[config.mk]
export PLATFORM = sky130hd
export DESIGN_NAME = ook_tx_ctrl_flat
export DESIGN_NICKNAME = d
export VERILOG_FILES = /design/src/rtl/ook_pkg.sv /design/src/rtl/ook_tx_ctrl_if.sv /design/src/rtl/ook_baud_gen.sv /design/src/rtl/ook_tx_ctrl.sv /design/src/flat_wrapper.sv
export SDC_FILE = /design/constraint.sdc
export NUM_CORES = 1
export LEC_CHECK = 0
export CAP_MARGIN = 20
export CORE_ASPECT_RATIO = 1.1
export CORE_MARGIN = 2
export CORE_UTILIZATION = 45
export DETAILED_ROUTE_END_ITERATION = 6
export GPL_ROUTABILITY_DRIVEN = 1
export PLACE_DENSITY = 0.81
export SKIP_LAST_GASP = 1
export SYNTH_ARGS = -nofsm -noshare
export SYNTH_HDL_FRONTEND = slang
export SYNTH_SLANG_ARGS = --single-unit
[constraint.sdc]
create_clock -name clk -period 2.9 [get_ports clk]
set_input_delay 0.29 -clock clk [delete_from_list [all_inputs] [get_ports clk]]
set_output_delay 0.29 -clock clk [all_outputs]
set_load 0.1 [all_outputs]
[src/rtl/ook_pkg.sv]
// Shared types and constants for the OOK transmit frame sequencer.
package ook_pkg;

  typedef enum logic [2:0] {
    ST_IDLE     = 3'd0,
    ST_PREAMBLE = 3'd1,
    ST_START    = 3'd2,
    ST_DATA     = 3'd3,
    ST_STOP     = 3'd4
  } state_e;

  localparam int unsigned DATA_BITS = 8;

  // 2 MHz carrier tuning word
  localparam logic [28:0] FTW_DEFAULT = 29'd21_474_836;

  // Bits needed to count 0..n-1 (never less than 1)
  function automatic int unsigned cnt_w(input int unsigned n);
    return (n <= 2) ? 1 : $clog2(n);
  endfunction

endpackage

[src/rtl/ook_tx_ctrl_if.sv]
// Byte-stream valid/ready handshake into the OOK frame sequencer.
interface ook_tx_ctrl_if;

  logic       s_valid;
  logic [7:0] s_data;
  logic       s_ready;

  modport master (output s_valid, output s_data, input s_ready);
  modport slave  (input s_valid, input s_data, output s_ready);

endinterface

[src/rtl/ook_baud_gen.sv]
// Modulo-BAUD_DIV bit timer; tick is high on the last clk of each bit period.
module ook_baud_gen
  import ook_pkg::*;
#(
  parameter int unsigned BAUD_DIV = 5000
) (
  input  logic clk,
  input  logic rst,
  input  logic clr,
  output logic tick
);

  localparam int unsigned CW = cnt_w(BAUD_DIV);

  logic [CW-1:0] cnt_q, cnt_d;
  logic          tick_q, tick_d;

  // Next count; tick registered alongside so it lines up with cnt==BAUD_DIV-1
  always_comb begin
    cnt_d = cnt_q;
    if (clr) begin
      cnt_d = '0;
    end else if (cnt_q == CW'(BAUD_DIV - 1)) begin
      cnt_d = '0;
    end else begin
      cnt_d = cnt_q + CW'(1);
    end
    tick_d = (cnt_d == CW'(BAUD_DIV - 1));
  end

  // Counter and tick registers
  always_ff @(posedge clk) begin
    if (rst) begin
      cnt_q  <= '0;
      tick_q <= 1'b0;
    end else begin
      cnt_q  <= cnt_d;
      tick_q <= tick_d;
    end
  end

  assign tick = tick_q;

endmodule

[src/rtl/ook_tx_ctrl.sv]
// OOK frame sequencer: preamble, start, 8 data bits MSB-first, stop; drives DDS gate.
module ook_tx_ctrl
  import ook_pkg::*;
#(
  parameter int unsigned            BAUD_DIV      = 5000,
  parameter int unsigned            PREAMBLE_BITS = 8,
  parameter int unsigned            FTW_W         = 29,
  parameter logic [FTW_W-1:0]       FTW           = FTW_W'(FTW_DEFAULT)
) (
  input  logic             clk,
  input  logic             rst,
  ook_tx_ctrl_if.slave     s_if,
  output logic             carrier_en,
  output logic [FTW_W-1:0] dds_ftw,
  output logic             dds_phase_clr,
  output logic             bit_tick,
  output logic             busy,
  output logic             tx_done
);

  localparam int unsigned IDX_MAX = (PREAMBLE_BITS > DATA_BITS) ? PREAMBLE_BITS : DATA_BITS;
  localparam int unsigned IW      = cnt_w(IDX_MAX);

  state_e               state_q, state_d;
  logic [IW-1:0]        idx_q, idx_d;
  logic [DATA_BITS-1:0] shreg_q, shreg_d;
  logic                 carrier_q, carrier_d;
  logic                 phase_clr_q, phase_clr_d;
  logic                 busy_q, busy_d;
  logic                 done_q, done_d;
  logic                 tick;
  logic                 accept;

  // Bit timer is parked at zero while idle so the first bit is full length
  ook_baud_gen #(.BAUD_DIV(BAUD_DIV)) u_baud (
    .clk  (clk),
    .rst  (rst),
    .clr  (state_q == ST_IDLE),
    .tick (tick)
  );

  // Ready when idle, or on the stop tick to chain the next byte without a gap
  assign s_if.s_ready = !rst && ((state_q == ST_IDLE) || (state_q == ST_STOP && tick));
  assign accept       = s_if.s_valid && s_if.s_ready;

  // Next state, shift register, bit index and registered outputs
  always_comb begin
    state_d     = state_q;
    idx_d       = idx_q;
    shreg_d     = shreg_q;
    phase_clr_d = 1'b0;
    done_d      = 1'b0;
    carrier_d   = 1'b0;

    case (state_q)
      ST_IDLE: begin
        if (accept) begin
          state_d     = ST_PREAMBLE;
          idx_d       = '0;
          shreg_d     = s_if.s_data;
          phase_clr_d = 1'b1;
        end
      end
      ST_PREAMBLE: begin
        if (tick) begin
          if (idx_q == IW'(PREAMBLE_BITS - 1)) begin
            state_d = ST_START;
            idx_d   = '0;
          end else begin
            idx_d = idx_q + IW'(1);
          end
        end
      end
      ST_START: begin
        if (tick) begin
          state_d = ST_DATA;
          idx_d   = '0;
        end
      end
      ST_DATA: begin
        if (tick) begin
          shreg_d = shreg_q << 1;
          if (idx_q == IW'(DATA_BITS - 1)) begin
            state_d = ST_STOP;
            idx_d   = '0;
          end else begin
            idx_d = idx_q + IW'(1);
          end
        end
      end
      ST_STOP: begin
        if (tick) begin
          if (accept) begin
            state_d = ST_START;
            shreg_d = s_if.s_data;
          end else begin
            state_d = ST_IDLE;
            done_d  = 1'b1;
          end
        end
      end
      default: state_d = ST_IDLE;
    endcase

    // Carrier follows the state being entered so it changes on the first clk of each bit
    case (state_d)
      ST_PREAMBLE: carrier_d = ~idx_d[0];
      ST_START:    carrier_d = 1'b1;
      ST_DATA:     carrier_d = shreg_d[DATA_BITS-1];
      default:     carrier_d = 1'b0;
    endcase

    busy_d = (state_d != ST_IDLE);
  end

  // State and output registers
  always_ff @(posedge clk) begin
    if (rst) begin
      state_q     <= ST_IDLE;
      idx_q       <= '0;
      shreg_q     <= '0;
      carrier_q   <= 1'b0;
      phase_clr_q <= 1'b0;
      busy_q      <= 1'b0;
      done_q      <= 1'b0;
    end else begin
      state_q     <= state_d;
      idx_q       <= idx_d;
      shreg_q     <= shreg_d;
      carrier_q   <= carrier_d;
      phase_clr_q <= phase_clr_d;
      busy_q      <= busy_d;
      done_q      <= done_d;
    end
  end

  assign carrier_en    = carrier_q;
  assign dds_ftw       = FTW;
  assign dds_phase_clr = phase_clr_q;
  assign bit_tick      = tick;
  assign busy          = busy_q;
  assign tx_done       = done_q;

endmodule
[src/flat_wrapper.sv]
// flat-port wrapper written by rule: the top's interface ports become plain ports
module ook_tx_ctrl_flat import ook_pkg::*;
#(
  parameter int unsigned            BAUD_DIV      = 5000,
  parameter int unsigned            PREAMBLE_BITS = 8,
  parameter int unsigned            FTW_W         = 29,
  parameter logic [FTW_W-1:0]       FTW           = FTW_W'(FTW_DEFAULT)
)
  (clk, rst, carrier_en, dds_ftw, dds_phase_clr, bit_tick, busy, tx_done, s_if_s_valid, s_if_s_data, s_if_s_ready);
  ook_tx_ctrl_if s_if_i ();
  input  logic clk;
  input  logic rst;
  output logic carrier_en;
  output logic [FTW_W-1:0] dds_ftw;
  output logic dds_phase_clr;
  output logic bit_tick;
  output logic busy;
  output logic tx_done;
  input wire logic [$bits(s_if_i.s_valid)-1:0] s_if_s_valid;
  input wire logic [$bits(s_if_i.s_data)-1:0] s_if_s_data;
  output wire logic [$bits(s_if_i.s_ready)-1:0] s_if_s_ready;
  assign s_if_i.s_valid = s_if_s_valid;
  assign s_if_i.s_data = s_if_s_data;
  assign s_if_s_ready = s_if_i.s_ready;
  ook_tx_ctrl #(.BAUD_DIV(BAUD_DIV), .PREAMBLE_BITS(PREAMBLE_BITS), .FTW_W(FTW_W), .FTW(FTW)) u_core (.clk(clk), .rst(rst), .s_if(s_if_i), .carrier_en(carrier_en), .dds_ftw(dds_ftw), .dds_phase_clr(dds_phase_clr), .bit_tick(bit_tick), .busy(busy), .tx_done(tx_done));
endmodule
==> results.yml <==
flow_run:
  drv_cap: 0
clocking:
  clk_pin_slew_ps: 60
  holdBufCountCts: 0
  clk_latency_ps: 280
  postCtsResizedCells: 0
  root_buffer: "clkbuf_8"
  cts_sinks: 32
  clockBufferDepth: 2
  cts_tree: "yes"
  ctsHtreeMaxLevel: 2
  post_cts_buffers: 0
  numCtsBuffers: 5
setup_path:
  cp.arrival_ps: 1720
  worst_setup_path_start_kind: "flip-flop"
  cp_slowest_cell: "dfxtp_1"
  crit_start: "u_core.state_q[2]$_SDFF_PP0_"
  cp_top_family: "simple AND/OR/NAND/NOR gates"
  crit_buf_inv: 1
  critPathMaxFanout: 14
  endpoint_kind: "output port"
  critPathKind: "flip-flop to output port"
  max_stage_delay_ps: 580
  worstPathRequired_ps: 2610
  timing.rr.start: "u_core.idx_q[0]$_SDFF_PP0_"
  crit_chain: "nor2b_1, nor3_4, buf_4"
  rrSetupSlack_ps: 1080
sta:
  fin_crit_ps: 2006
  hold_viol: 0
  setup_slack_ps: 894.0
  clock_skew_ps: 4.213
  clock.fmax_ghz: 0.4985
  fin_setup_tns_ps: 0
  worst_pin_slew_ps: 550.1
  holdWs_ps: 454.7
  slew_viol_final: 0
  rsz0062_at_grt: "false"
  slew_headroom: 0.6325
  timing.final.crit_share: 0.6917
  setup_viol: 0
grt:
  grt_antenna_before_repair: 0
  grt_usage: 0.1540
  grt_pass1_vias: 1279
  grt_first_pass_wirelength_mm: 5.499
  grt_max_degree: 15
  overflow: 0
outcome:
  status: "finished clean"
yosys:
  synth_async_sr_flop_share: 0
  postSynthAreaPerCell_um2: 8.514
  synth_edf_count: 0
  syn_inst: 210
  syn_area_mm2: 0.001788
  synth_top_area_frac: 0.3583
  synth_commonest_cells: "dfxtp_1 (32), buf_4 (29), nor2_1 (22)"
  ys_types: 46
  yosysSeqAreaShare: 0.3583
  synthFlopType: "dfxtp_1"
  ys_ff_latch: 32
  synth_area_leaders: "dfxtp_1 (36%), buf_4 (12%), nor2_1 (4.6%)"
  yosysMostFrequentCell: "dfxtp_1"
  yosys_warnings: 0
  yosys.area.top_type: "dfxtp_1"
detailed_routing:
  dr.pass1.iters: 4
  wirelength_mm: 3.062
  antenna_left: 0
  first_iter_violations: 48
  drt-met1-wl_mm: 1.310
  drcViolationCount: 0
  num_vias: 1355
  wl_met3_um: 128
  wl_per_cell_um: 11.05
  viasPerCell: 4.892
  met2_length_mm: 1.572
  routed.top_layer: "met4"
placed_design:
  portBuffers: 16
  dp_slack_ps: 783.9
  gp_congestion: 0.8128
  place_inst: 269
  hpwlAfterDp_mm: 2.305
cells_and_area:
  n_antenna_cell: 0
  multi_input_area_um2: 985.9
  drive_above_1_share: 0.09778
  fin_cells: 277
  fillers: 391
  syn2layout_area_growth_pct: 10.64
  ff_latch_area_um2: 640.6
  nets: 238
die:
  fp.coreArea_mm2: 0.003904
  dieArea_mm2: 0.004494
  fp.dieW_um: 64.10
  start_util: 0.4580
  num_rows: 24
  ios: 46
  die_height_um: 70.11
power_and_ir_drop:
  p_total_mw: 1.124
  power_density_mw_per_mm2: 568.0
  peakVddDrop_mv: 0.2792
  p_leak_nw: 0.7345
worst_hold_path:
  hp-class: "flip-flop to flip-flop"
  hp-start: "u_core.shreg_q[6]$_SDFFE_PP0P_"
[placed cells by master (no fill, tap or decap), types with 2 or more instances in the layout]
cell | Yosys | routed
nor2_1 | 22 | 22
ha_1 | 3 | 3
nor2b_1 | 3 | 3
clkbuf_8 | 0 | 5
dfxtp_1 | 32 | 32
o21ai_1 | 3 | 3
xnor2_1 | 8 | 8
a21oi_1 | 9 | 9
nor3_1 | 7 | 6
xor2_1 | 5 | 5
and2_1 | 3 | 3
buf_4 | 29 | 8
and4_1 | 2 | 2
mux2i_1 | 2 | 2
nor4_1 | 4 | 4
nand2_1 | 17 | 17
conb_1 | 2 | 29
nand4_1 | 4 | 4
a221oi_2 | 2 | 2
a31oi_1 | 2 | 2
o21ai_0 | 3 | 3
nand2b_1 | 2 | 2
nand3_1 | 5 | 5
clkdlybuf4s50_1 | 0 | 10
a22oi_1 | 6 | 6
a32oi_1 | 2 | 2
inv_1 | 5 | 5
nand3b_1 | 2 | 2
[path summary, 6_finish.rpt]
path                                                  endpoint  cells past startpoint
worst max-delay path                              s_if_s_ready                      3
worst min-delay path            u_core.shreg_q[6]$_SDFFE_PP0P_                      2
worst max register to register    u_core.carrier_en$_SDFF_PP0_                      6
worst min register to register  u_core.shreg_q[6]$_SDFFE_PP0P_                      2
[worst reg2reg max path: stages, from the launching register on]
cell and delay [ps]:
dfxtp_1 340, ha_1 200, ha_1 230, and3_1 230, a311o_1 310, nand4b_4 180, a221oi_2 260
[power breakdown]
part / leakage, nW / internal [mW] / switching (mW)
sequential: 0.260 / 0.449 / 0.00617
clock: 0.0552 / 0.255 / 0.158
combinational: 0.420 / 0.0363 / 0.219
total: 0.734 / 0.740 / 0.383
[routing by layer]
| metal | GRT usage | up-vias |
|---|---|---|
| met5 | 0 | - |
| met4 | 0.06383 | 0 |
| met3 | 0.04831 | 5 |
| met2 | 0.2593 | 23 |
| met1 | 0.1795 | 625 |
| li1 | - | 702 |
[per-stage QoR]
stage          area, µm²  utilization
2_1_floorplan       1901            -
3_3_place_gp        1871       0.4792
3_5_place_dp        1871       0.4792
4_1_cts             1978       0.5067
5_1_grt             1978       0.5067
6_report            1978       0.5067
[area by class of cell]
type                            count  area share
Clock inverter                      2     0.01771
Inverter                            5    0.009488
Timing Repair Buffer               18     0.08096
Multi-Input combinational cell    162      0.4984
Sequential cell                    32      0.3238
Tap cell                           52     0.03289
Clock buffer                        6     0.03669
[logic make-up after synthesis]
| family | Yosys count | share of synthesized area |
|---|---|---|
| AOI/OAI and AO/OA | 32 | 0.1295 |
| xor gates and xnor gates | 13 | 0.06368 |
| adders and majority gates | 3 | 0.02100 |
| buffers and inverters | 43 | 0.1533 |
| DFF | 32 | 0.3583 |
| muxes | 2 | 0.01120 |
| other | 2 | 0.004200 |
| and+or+nand+nor | 83 | 0.2589 |
[flip-flops by register name (all words and copies together) (netlist names)]
signal / flops
u_core.busy: 1
u_core.shreg_q: 8
u_core.idx_q: 3
u_core.tx_done: 1
u_core.state_q: 3
u_core.carrier_en: 1
u_core.u_baud.tick: 1
u_core.dds_phase_clr: 1
u_core.u_baud.cnt_q: 13
(Power assumes the default switching activity.)
